<file path="config.mk">
export PLATFORM = sky130hd
export DESIGN_NAME = tdm_demux8
export DESIGN_NICKNAME = d
export VERILOG_FILES = /design/src/rtl/tdm_demux8.sv
export SDC_FILE = /design/constraint.sdc
export NUM_CORES = 1
export LEC_CHECK = 0
export CAP_MARGIN = 20
export CORE_ASPECT_RATIO = 1.4
export CORE_MARGIN = 4
export CORE_UTILIZATION = 25
export DETAILED_ROUTE_END_ITERATION = 8
export SKIP_CTS_REPAIR_TIMING = 1
export SYNTH_ARGS = -nofsm -noshare
export SYNTH_HDL_FRONTEND = slang
export SYNTH_SLANG_ARGS = --single-unit
</file>
<file path="constraint.sdc">
create_clock -name CLK -period 5 [get_ports CLK]
set_input_delay 1 -clock CLK [delete_from_list [all_inputs] [get_ports CLK]]
set_output_delay 1 -clock CLK [all_outputs]
set_load 0.005 [all_outputs]
</file>
<file path="src/rtl/tdm_demux8.sv">
// Receive-side TDM demultiplexer: rebuilds 8-slot frames from a one-slot-per-clock stream.
// Optional build macro TDM_PARITY_EN adds a ninth even-parity slot and the PERR output.
module tdm_demux8 #(
  parameter int unsigned W = 1
) (
  input  logic           CLK,
  input  logic           RST,
  input  logic           EN,
  input  logic           SYNC,
  input  logic [W-1:0]   Y,
  output logic [2:0]     S,
  output logic [8*W-1:0] D,
  output logic           VALID,
  output logic           ERR
`ifdef TDM_PARITY_EN
  ,
  output logic           PERR
`endif
);

`ifdef TDM_PARITY_EN
  localparam int unsigned CW   = 4;
  localparam int unsigned LAST = 8;
`else
  localparam int unsigned CW   = 3;
  localparam int unsigned LAST = 7;
`endif
  // Shadow holds every slot that precedes the final slot of the frame.
  localparam int unsigned SHN = LAST;

  typedef enum logic {
    HUNT,
    RUN
  } state_e;

  state_e               state_q, state_d;
  logic [CW-1:0]        cnt_q, cnt_d;
  logic [SHN*W-1:0]     shadow_q, shadow_d;
  logic [8*W-1:0]       d_q, d_d;
  logic                 valid_q, valid_d;
  logic                 err_q, err_d;
`ifdef TDM_PARITY_EN
  logic                 perr_q, perr_d;
`endif

  always_comb begin
    state_d  = state_q;
    cnt_d    = cnt_q;
    shadow_d = shadow_q;
    d_d      = d_q;
    valid_d  = 1'b0;
    err_d    = 1'b0;
`ifdef TDM_PARITY_EN
    perr_d   = 1'b0;
`endif
    if (!EN) begin
      unique case (state_q)
        HUNT: begin
          if (SYNC) begin
            shadow_d[W-1:0] = Y;
            cnt_d           = CW'(1);
            state_d         = RUN;
          end
        end
        RUN: begin
          if (SYNC) begin
            // A marker anywhere but slot 0 abandons the partial frame and resyncs.
            err_d           = (cnt_q != '0);
            shadow_d[W-1:0] = Y;
            cnt_d           = CW'(1);
          end else if (cnt_q == '0) begin
            err_d   = 1'b1;
            state_d = HUNT;
          end else if (cnt_q == CW'(LAST)) begin
            valid_d = 1'b1;
            cnt_d   = '0;
`ifdef TDM_PARITY_EN
            d_d    = shadow_q;
            perr_d = (^shadow_q) ^ Y[0];
`else
            d_d    = {Y, shadow_q};
`endif
          end else begin
            shadow_d[32'(cnt_q)*W +: W] = Y;
            cnt_d                       = cnt_q + CW'(1);
          end
        end
        default: state_d = HUNT;
      endcase
    end
  end

  always_ff @(posedge CLK) begin
    if (RST) begin
      state_q  <= HUNT;
      cnt_q    <= '0;
      shadow_q <= '0;
      d_q      <= '0;
      valid_q  <= 1'b0;
      err_q    <= 1'b0;
`ifdef TDM_PARITY_EN
      perr_q   <= 1'b0;
`endif
    end else begin
      state_q  <= state_d;
      cnt_q    <= cnt_d;
      shadow_q <= shadow_d;
      d_q      <= d_d;
      valid_q  <= valid_d;
      err_q    <= err_d;
`ifdef TDM_PARITY_EN
      perr_q   <= perr_d;
`endif
    end
  end

  assign S     = cnt_q[2:0];
  assign D     = d_q;
  assign VALID = valid_q;
  assign ERR   = err_q;
`ifdef TDM_PARITY_EN
  assign PERR  = perr_q;
`endif

endmodule

</file>
==> summary.md, run 1 <==
| Metric | Value |
|---|---|
| GR Util met2 | `0.1462` |
| RSZ-0062 raised after global routing | `no` |
| FILL cells | `422` |
| Final Max Slew Viols | `0` |
| Initial antenna violation count | `0` |
| Met1 Resource Use GR | `0.09841` |
| Synth Instances | `113` |
| Max FO, Critical Path | `6` |
| Maximum clock frequency | `around 0.40 GHz` |
| Status | `complete, no violations` |
| Worst-margin pin slew | `0.7221 ns` |
| Io pins | `18` |
| WL/cell | `12.03 µm` |
| Crit path kind | `in2reg` |
| Ant. Diodes | `0` |
| CTS Buf Count | `3` |
| Yosys cell types | `24` |
| Root buf cell | `clkbuf_8` |
| Top FF cell, synth | `dfxtp_1` |
| Number of remaining DRC errors | `0` |
| First drt pass iteration count | `4` |
| Sequential-to-total area share from yosys stat | `0.4108` |
| Port-buffer cells | `17` |
| Clk buf depth | `2` |
| Max_cap viols | `0` |
| Die Span X | `between 60 and 70 µm` |
| Syn Std Cell Area | `between 1000 and 1500 µm²` |
| Worst-skew pair later-pin latency | `~0.26 ns` |
| Syn Area/Cell | `9.057 µm²` |
| WL final | `roughly 2100 µm` |
| Grt peak-use layer | `met2` |
| GRT Overall Usage | `0.08919` |
| First-pass GRT wire length | `around 3600 µm` |
| Cell Area, Placed | `roughly 1200 µm²` |
| Vias per cell | `4.759` |
| Htree depth | `1` |
| Layout cells sized above 1 | `0.06107` |
| Row count | `27` |
| DP HPWL | `~1600 µm` |
| Slew headroom | `0.5171` |
| Post-route cell area | `around 1300 µm²` |
| Total global routing overflow | `0` |
| Initial core utilization | `0.2589` |
| Number of flops mapped to enable cells by yosys | `0` |
| Global-route track usage on met3 | `0.02477` |
| Clock sinks | `21` |
| Syn nets | `between 100 and 150` |
| Footprint of the multi-input gates | `573.1 µm²` |
| Die area | `between 5000 and 6000 µm²` |
| PwrDens | `about 240 nW/µm²` |
| Final net count | `around 150` |
| Crit path DAT | `around 2.7 ns` |
| Final period util | `0.4992` |
| Syn. warnings | `0` |
| Flip-flop and latch area | `~420 µm²` |
| Chip height | `roughly 84 µm` |
| Largest net degree at the start of global routing | `23` |
| Leakage power | `roughly 0.48 nW` |
| Synth Register Bits | `21` |
| HP Class | `reg2reg` |
| Setup TNS | `0 ns` |
| Worst Setup Start Kind | `input pin` |
| Crit path time final | `roughly 2.5 ns` |
| Via Count | `828` |
| Async set-reset flop share out of synthesis | `0` |
| Most frequent cells in the layout | `21 x dfxtp_1, 17 x nand2_1, 17 x clkdlybuf4s50_1, 12 x a21oi_1, 9 x ha_1` |
| Area Overhead vs Synth | `25.31%` |
| Clock Skew | `0.003205 ns` |
| Routed Antenna Nets | `0` |
| Req. time, crit path | `5.15 ns` |
| Hold Fails Final Rpt | `0` |
| CORE AREA | `between 3000 and 4000 µm²` |
| CTS tree | `done` |
| Final number of setup-violating endpoints | `0` |
| Clock slew at reported path FFs | `about 0.080 ns` |
| Worst setup EP type | `register` |
| Maximum VDD drop | `roughly 0.00012 V` |
| Commonest non-fill, non-tap cell in the layout | `dfxtp_1` |
| Via count of the first global-routing pass | `837` |
| DR iter-0 viols | `26` |
| Gp weighted congestion | `around 0.83` |
==> cell families after synthesis <==
family | Yosys count | synth area share
AOI/OAI and AO/OA | 16 | 0.1064
DFF | 21 | 0.4108
and+or+nand+nor | 53 | 0.2836
adders and majority gates | 9 | 0.1100
buffers and inverters | 8 | 0.02933
muxes | 6 | 0.05990
==> flip-flops by register name, indices dropped and copies added (netlist names) <==
signal    count
ERR           1
S             3
D             8
VALID         1
shadow_q      7
state_q       1
==> layer usage <==
metal  vias to the layer above  share of wire
met2                        22           0.51
met5                         -              0
li1                        427              -
met4                         0          0.011
met1                       377           0.42
met3                         2          0.060
==> worst max-delay path, stage by stage <==
cell	delay, ns
clkdlybuf4s50_1	0.49
nand2b_4	0.20
a2111oi_4	0.46
nand4_1	0.17
mux2_1	0.33
==> final timing paths <==
kind	start	end	slack (ns)	cells after the start
setup / recovery	EN	shadow_q[4]$_SDFFE_PP0P_	2.50	5
hold / removal	shadow_q[4]$_SDFFE_PP0P_	D[4]$_SDFFE_PP0P_	0.45	2
setup reg to reg	S[0]$_SDFFE_PP0P_	shadow_q[4]$_SDFFE_PP0P_	2.80	6
hold reg to reg	shadow_q[4]$_SDFFE_PP0P_	D[4]$_SDFFE_PP0P_	0.45	2
==> metrics by stage <==
stage	instances	hold slack (ns)	setup WS (ns)	total power, W	utilization
global placement	170	0.4430	2.334	0.0002018	0.3128
floorplan	113	0.4273	2.919	0.0001923	-
CTS	174	0.4464	2.547	0.0003149	0.3245
detailed placement	170	0.4385	2.277	0.0002026	0.3128
global route	174	0.4749	2.405	0.0003237	0.3245
finish	174	0.4476	2.504	0.0003099	0.3245
==> cell type report <==
cell class / instances / area share
sequential: 21 / 0.3278
inverter: 5 / 0.01463
clock buffer: 3 / 0.03220
timing repair buffer: 17 / 0.1327
multi-input combinational: 84 / 0.4468
clock inverter: 1 / 0.003902
tap: 43 / 0.04195
==> cells in the mapped netlist, types with 3 or more instances <==
cell type,number,share of area
nand3_1,5,0.024
inv_1,4,0.015
nor3_1,3,0.015
nand4_1,5,0.031
mux2i_1,5,0.049
ha_1,9,0.11
dfxtp_1,21,0.41
nor2b_1,4,0.024
nand2_1,17,0.062
nor2_1,4,0.015
a21oi_1,12,0.059
nand4b_1,4,0.034
nand2b_1,7,0.043
clkbuf_1,3,0.011
==> report_power, final <==
part | internal, W | switching, W
Sequential | 0.000169 | 0.00000286
Combinational | 0.0000121 | 0.0000153
Clock | 0.0000555 | 0.0000554
No activity file was read; power rests on OpenSTA's default activity.
==> run 2, diff against run 1 <==
==> constraint.sdc (replaced) <==
create_clock -name CLK -period 2.5 [get_ports CLK]
set_input_delay 0.5 -clock CLK [delete_from_list [all_inputs] [get_ports CLK]]
set_output_delay 0.5 -clock CLK [all_outputs]
set_load 0.005 [all_outputs]
==> summary.md, run 2 (synthesis gave the netlist of run 1 again) <==
| Metric | Value |
|---|---|
| Status | `complete, no violations` |
| Initial core utilization | `0.2589` |
| Critical R2R Launch | `S[0]$_SDFFE_PP0P_` |
| Setup TNS | `0 ns` |
| Combinational Power Share | `0.091` |
| Crit path max-delay family | `flip-flops` |
| Worst setup EP type | `register` |
| Switching power | `approximately 0.00014 W` |
| Leakage power | `around 0.48 nW` |
| Req. time, crit path | `between 2 and 3 ns` |
| Die Span X | `slightly above 60 µm` |
| Worst hold start | `shadow_q[3]$_SDFFE_PP0P_` |
| Crit path from | `S[0]$_SDFFE_PP0P_` |
| Worst-margin pin slew | `roughly 0.45 ns` |
| Clock slew at reported path FFs | `around 0.070 ns` |
| CP cell instances | `inv_1 -> ha_1 -> nor2b_2 -> a2111oi_4 -> nand4_1 -> mux2_1` |
| Final net count | `147` |
| Largest net degree at the start of global routing | `13` |
| Vias per cell | `4.749` |
| Number of remaining DRC errors | `0` |
| Min Hold Slack | `0.4525 ns` |
| Die area | `between 5000 and 6000 µm²` |
| Final non-filler cell total | `about 180` |
| Layout cells sized above 1 | `0.06061` |
| Clk buf depth | `2` |
| CTS Buf Count | `3` |
| Maximum clock frequency | `approximately 0.46 GHz` |
| Io pins | `18` |
| Worst-skew pair later-pin latency | `between 0.2 and 0.3 ns` |
| Row count | `27` |
| HP Class | `reg2reg` |
| Final period util | `0.8732` |
| Max FO, Critical Path | `10` |
| Clock Skew | `0.004024 ns` |
| Root buf cell | `clkbuf_8` |
| Crit path time final | `between 2 and 2.5 ns` |
| Port-buffer cells | `17` |
| Maximum VDD drop | `about 0.00022 V` |
| Slew headroom | `0.6998` |
| Stages on the worst setup path | `6` |
| Net Sw Frac | `0.2306` |
| WHS Path Cells | `2` |
| First drt pass iteration count | `4` |
| Chip height | `83.71 µm` |
| Area Overhead vs Synth | `25.92%` |
| Placed cell count | `between 150 and 200` |
| DP HPWL | `approximately 1700 µm` |
| Max_cap viols | `0` |
| Final Max Slew Viols | `0` |
| Routed Antenna Nets | `0` |
| Total global routing overflow | `0` |
| Hold Fails Final Rpt | `0` |
| DR iter-0 viols | `39` |
| Clock sinks | `21` |
| Ant. Diodes | `0` |
| Via Count | `slightly above 800` |
| Reg power frac | `0.555` |
| Final number of setup-violating endpoints | `0` |
| GRT Overall Usage | `0.09772` |
| WL final | `2238 µm` |
| Slowest cell on crit path | `dfxtp_1` |
| CTS tree | `done` |
| CORE AREA | `3953 µm²` |
| Max FFs per register | `8` |
| CP max stage delay | `about 0.53 ns` |
| First-pass GRT wire length | `about 3800 µm` |
| Initial antenna violation count | `0` |
| Worst Setup Start Kind | `register` |
| Clk pwr share | `0.354` |
| FF-to-FF path depth | `6` |
| Commonest non-fill, non-tap cell in the layout | `dfxtp_1` |
| Critical path buffer and inverter count | `1` |
| Htree depth | `1` |
| WL/cell | `12.79 µm` |
| Overall power | `between 0.0006 and 0.0007 W` |
| Via count of the first global-routing pass | `about 840` |
| Crit path kind | `reg2reg` |
| PwrDens | `~480 nW/µm²` |
| Internal power | `about 0.00048 W` |
| RSZ-0062 raised after global routing | `no` |
| Most frequent cells in the layout | `21 x dfxtp_1, 17 x nand2_1, 17 x clkdlybuf4s50_1, 12 x a21oi_1, 9 x ha_1` |
| Crit path DAT | `about 2.3 ns` |
| Gp weighted congestion | `approximately 0.84` |
-- run 2: worst reg2reg max path, stage by stage (launching register included) --
cell and delay (ns):
dfxtp_1 0.53, inv_1 0.15, ha_1 0.24, nor2b_2 0.17
a2111oi_4 0.49, nand4_1 0.16, mux2_1 0.33
-- run 2: path summary, 6_finish.rpt --
check | to | slack, ns
worst max-delay path | shadow_q[4]$_SDFFE_PP0P_ | 0.32
worst min-delay path | D[3]$_SDFFE_PP0P_ | 0.45
worst min register to register | D[3]$_SDFFE_PP0P_ | 0.45
worst max register to register | shadow_q[4]$_SDFFE_PP0P_ | 0.32
-- run 2: layout make-up --
cell class | count | area [µm²]
Fill cell | 414 | 2664
Sequential cell | 21 | 420.4
Clock buffer | 4 | 45.04
Timing Repair Buffer | 18 | 177.7
Inverter | 5 | 18.77
Tap cell | 43 | 53.80
Multi-Input combinational cell | 84 | 573.1
-- run 2: metal layers --
metal / track usage / up-vias / routed length, µm
met4: 0.05792 / 0 / 58
met1: 0.1160 / 377 / 970
met5: 0 / - / 0
met2: 0.1538 / 18 / 1108
li1: - / 430 / -
met3: 0.02012 / 6 / 100
-- run 2: power groups by stage --
stage,clock network [W],registers [W],logic [W]
finish,0.000219,0.000343,0.0000563
global route,0.000247,0.000344,0.0000632
CTS,0.000230,0.000343,0.0000562
detailed placement,0,0.000351,0.0000557
global placement,0,0.000351,0.0000542
floorplan,0,0.000350,0.0000345
-- run 2: through the flow --
step / setup WS, ns / util / instance area, µm²
6_report: 0.3171 / 0.3261 / 1289
5_1_grt: 0.1339 / 0.3261 / 1289
4_1_cts: 0.3176 / 0.3261 / 1289
3_5_place_dp: 0.2623 / 0.3147 / 1244
3_3_place_gp: 0.3348 / 0.3147 / 1244
2_1_floorplan: 0.5364 / - / 1023
==> run 3, diff against run 2 <==
--- a/config.mk
+++ b/config.mk
@@ -10,7 +10,9 @@
 export CORE_MARGIN = 4
 export CORE_UTILIZATION = 25
 export DETAILED_ROUTE_END_ITERATION = 8
+export SETUP_SLACK_MARGIN = 0.2
 export SKIP_CTS_REPAIR_TIMING = 1
+export SLEW_MARGIN = 20
 export SYNTH_ARGS = -nofsm -noshare
 export SYNTH_HDL_FRONTEND = slang
 export SYNTH_SLANG_ARGS = --single-unit
==> summary.md, run 3 (synthesis gave the netlist of run 1 again) <==
| Metric | Value |
|---|---|
| Status | `complete, no violations` |
| FILL cells | `414` |
| Routed Antenna Nets | `0` |
| CORE AREA | `3953 µm²` |
| Worst-skew pair later-pin latency | `between 0.2 and 0.3 ns` |
| Area Overhead vs Synth | `26.04%` |
| Initial antenna violation count | `0` |
| DR iter-0 viols | `39` |
| Largest net degree at the start of global routing | `13` |
| CTS tree | `done` |
| Final Max Slew Viols | `0` |
| RSZ-0062 raised after global routing | `no` |
| Die Span X | `62.08 µm` |
| Clk buf depth | `2` |
| Initial core utilization | `0.2589` |
| Crit path DAT | `2.19 ns` |
| Final core occ | `0.3264` |
| Commonest non-fill, non-tap cell in the layout | `dfxtp_1` |
| Leakage power | `~0.48 nW` |
| Maximum clock frequency | `just under 0.5 GHz` |
| Crit path kind | `reg2reg` |
| Clock sinks | `21` |
| Worst Setup Start Kind | `register` |
| Final number of setup-violating endpoints | `0` |
| Ant. Diodes | `0` |
| Critical R2R Launch | `S[0]$_SDFFE_PP0P_` |
| HP Class | `reg2reg` |
| Max FO, Critical Path | `10` |
| Final period util | `0.8164` |
| Chip height | `83.71 µm` |
| DP HPWL | `roughly 1700 µm` |
| Worst hold start | `shadow_q[3]$_SDFFE_PP0P_` |
| Io pins | `18` |
| Worst-margin pin slew | `0.4503 ns` |
| WL final | `about 2200 µm` |
| Final net count | `approximately 150` |
| GRT Overall Usage | `0.09772` |
| Clock Skew | `0.004024 ns` |
| Slew headroom | `0.6998` |
| Max FFs per register | `8` |
| Total global routing overflow | `0` |
| Htree depth | `1` |
| Most frequent cells in the layout | `20 x dfxtp_1, 17 x nand2_1, 17 x clkdlybuf4s50_1, 12 x a21oi_1, 9 x ha_1` |
| Vias per cell | `around 4.7` |
| Req. time, crit path | `around 2.7 ns` |
| Maximum VDD drop | `about 0.00022 V` |
| Placed cell count | `about 170` |
| Worst setup EP type | `register` |
| Die area | `5196 µm²` |
| Via count of the first global-routing pass | `839` |
| Root buf cell | `clkbuf_8` |
| Via Count | `a little over 800` |
| Number of remaining DRC errors | `0` |
| CTS Buf Count | `3` |
| First-pass GRT wire length | `around 3800 µm` |
| Overall power | `0.0006194 W` |
| WHS Path Cells | `2` |
| Port-buffer cells | `17` |
| Layout cells sized above 1 | `0.06818` |
| Crit path time final | `2.041 ns` |
| Row count | `27` |
| Hold Fails Final Rpt | `0` |
| Setup TNS | `0 ns` |
| Setup slack, reg-to-reg | `between 0.4 and 0.5 ns` |
| First drt pass iteration count | `4` |
| Hold Path End | `D[3]$_SDFFE_PP0P_` |
| Final non-filler cell total | `175` |
| WL/cell | `approximately 13 µm` |
| FF-to-FF path depth | `6` |
| Reg-to-Reg End | `shadow_q[4]$_SDFFE_PP0P_` |
| Gp weighted congestion | `around 0.84` |
| Max_cap viols | `0` |
| Clock slew at reported path FFs | `about 0.070 ns` |
| PwrDens | `480.1 nW/µm²` |
-- run 3: changes by cell type in the layout (fill, tap and decap cells not counted) --
cell	previous run	this run
dfxtp_1	21	20
dfxtp_2	0	1
-- run 3: per-stage QoR --
stage | hold WS [ns] | worst slack [ns] | area [µm²]
finish | 0.4525 | 0.4589 | 1290
global route | 0.4756 | 0.2857 | 1290
floorplan | 0.4273 | 0.5364 | 1023
detailed placement | 0.4452 | 0.2623 | 1244
global placement | 0.4399 | 0.3348 | 1244
CTS | 0.4555 | 0.3176 | 1289
-- run 3: critical path, cell delays in order, from the launching register on --
cell and delay, ns:
dfxtp_2 0.44, inv_1 0.12, ha_1 0.22, nor2b_2 0.17, a2111oi_4 0.49, nand4_1 0.16
mux2_1 0.33
-- run 3: cell type report --
type,count,area (µm²),share of cell area
multi-input cells,84,573.1,0.4442
flip-flops and latches,21,421.7,0.3269
repair buffers,18,177.7,0.1377
well taps,43,53.80,0.04171
clock buffers,4,45.04,0.03492
inverters,5,18.77,0.01455
-- run 3: how the worst max path moves through the flow --
stage,slack [ns],from,end,depth (start not counted)
final,0.46,S[0]$_SDFFE_PP0P_,shadow_q[4]$_SDFFE_PP0P_,6
after global routing,0.29,S[1]$_SDFFE_PP0P_,shadow_q[4]$_SDFFE_PP0P_,6
after CTS,0.32,S[0]$_SDFFE_PP0P_,shadow_q[4]$_SDFFE_PP0P_,6
after detailed placement,0.26,EN,shadow_q[4]$_SDFFE_PP0P_,5
after global placement,0.33,EN,shadow_q[4]$_SDFFE_PP0P_,5
after floorplan,0.54,S[0]$_SDFFE_PP0P_,shadow_q[4]$_SDFFE_PP0P_,6
-- run 3: report_power, final --
group          switching [W]  internal (W)   total, W  leakage (nW)
logic              0.0000312     0.0000251  0.0000563         0.289
clock network       0.000106      0.000113   0.000219        0.0228
registers         0.00000574      0.000338   0.000344         0.170
-- run 3: routing by layer --
metal,up-vias,routed length (µm),global-route usage
met5,-,0,0
met4,0,58,0.05792
met3,6,100,0.02012
met2,18,1108,0.1538
met1,377,970,0.1160
li1,430,-,-
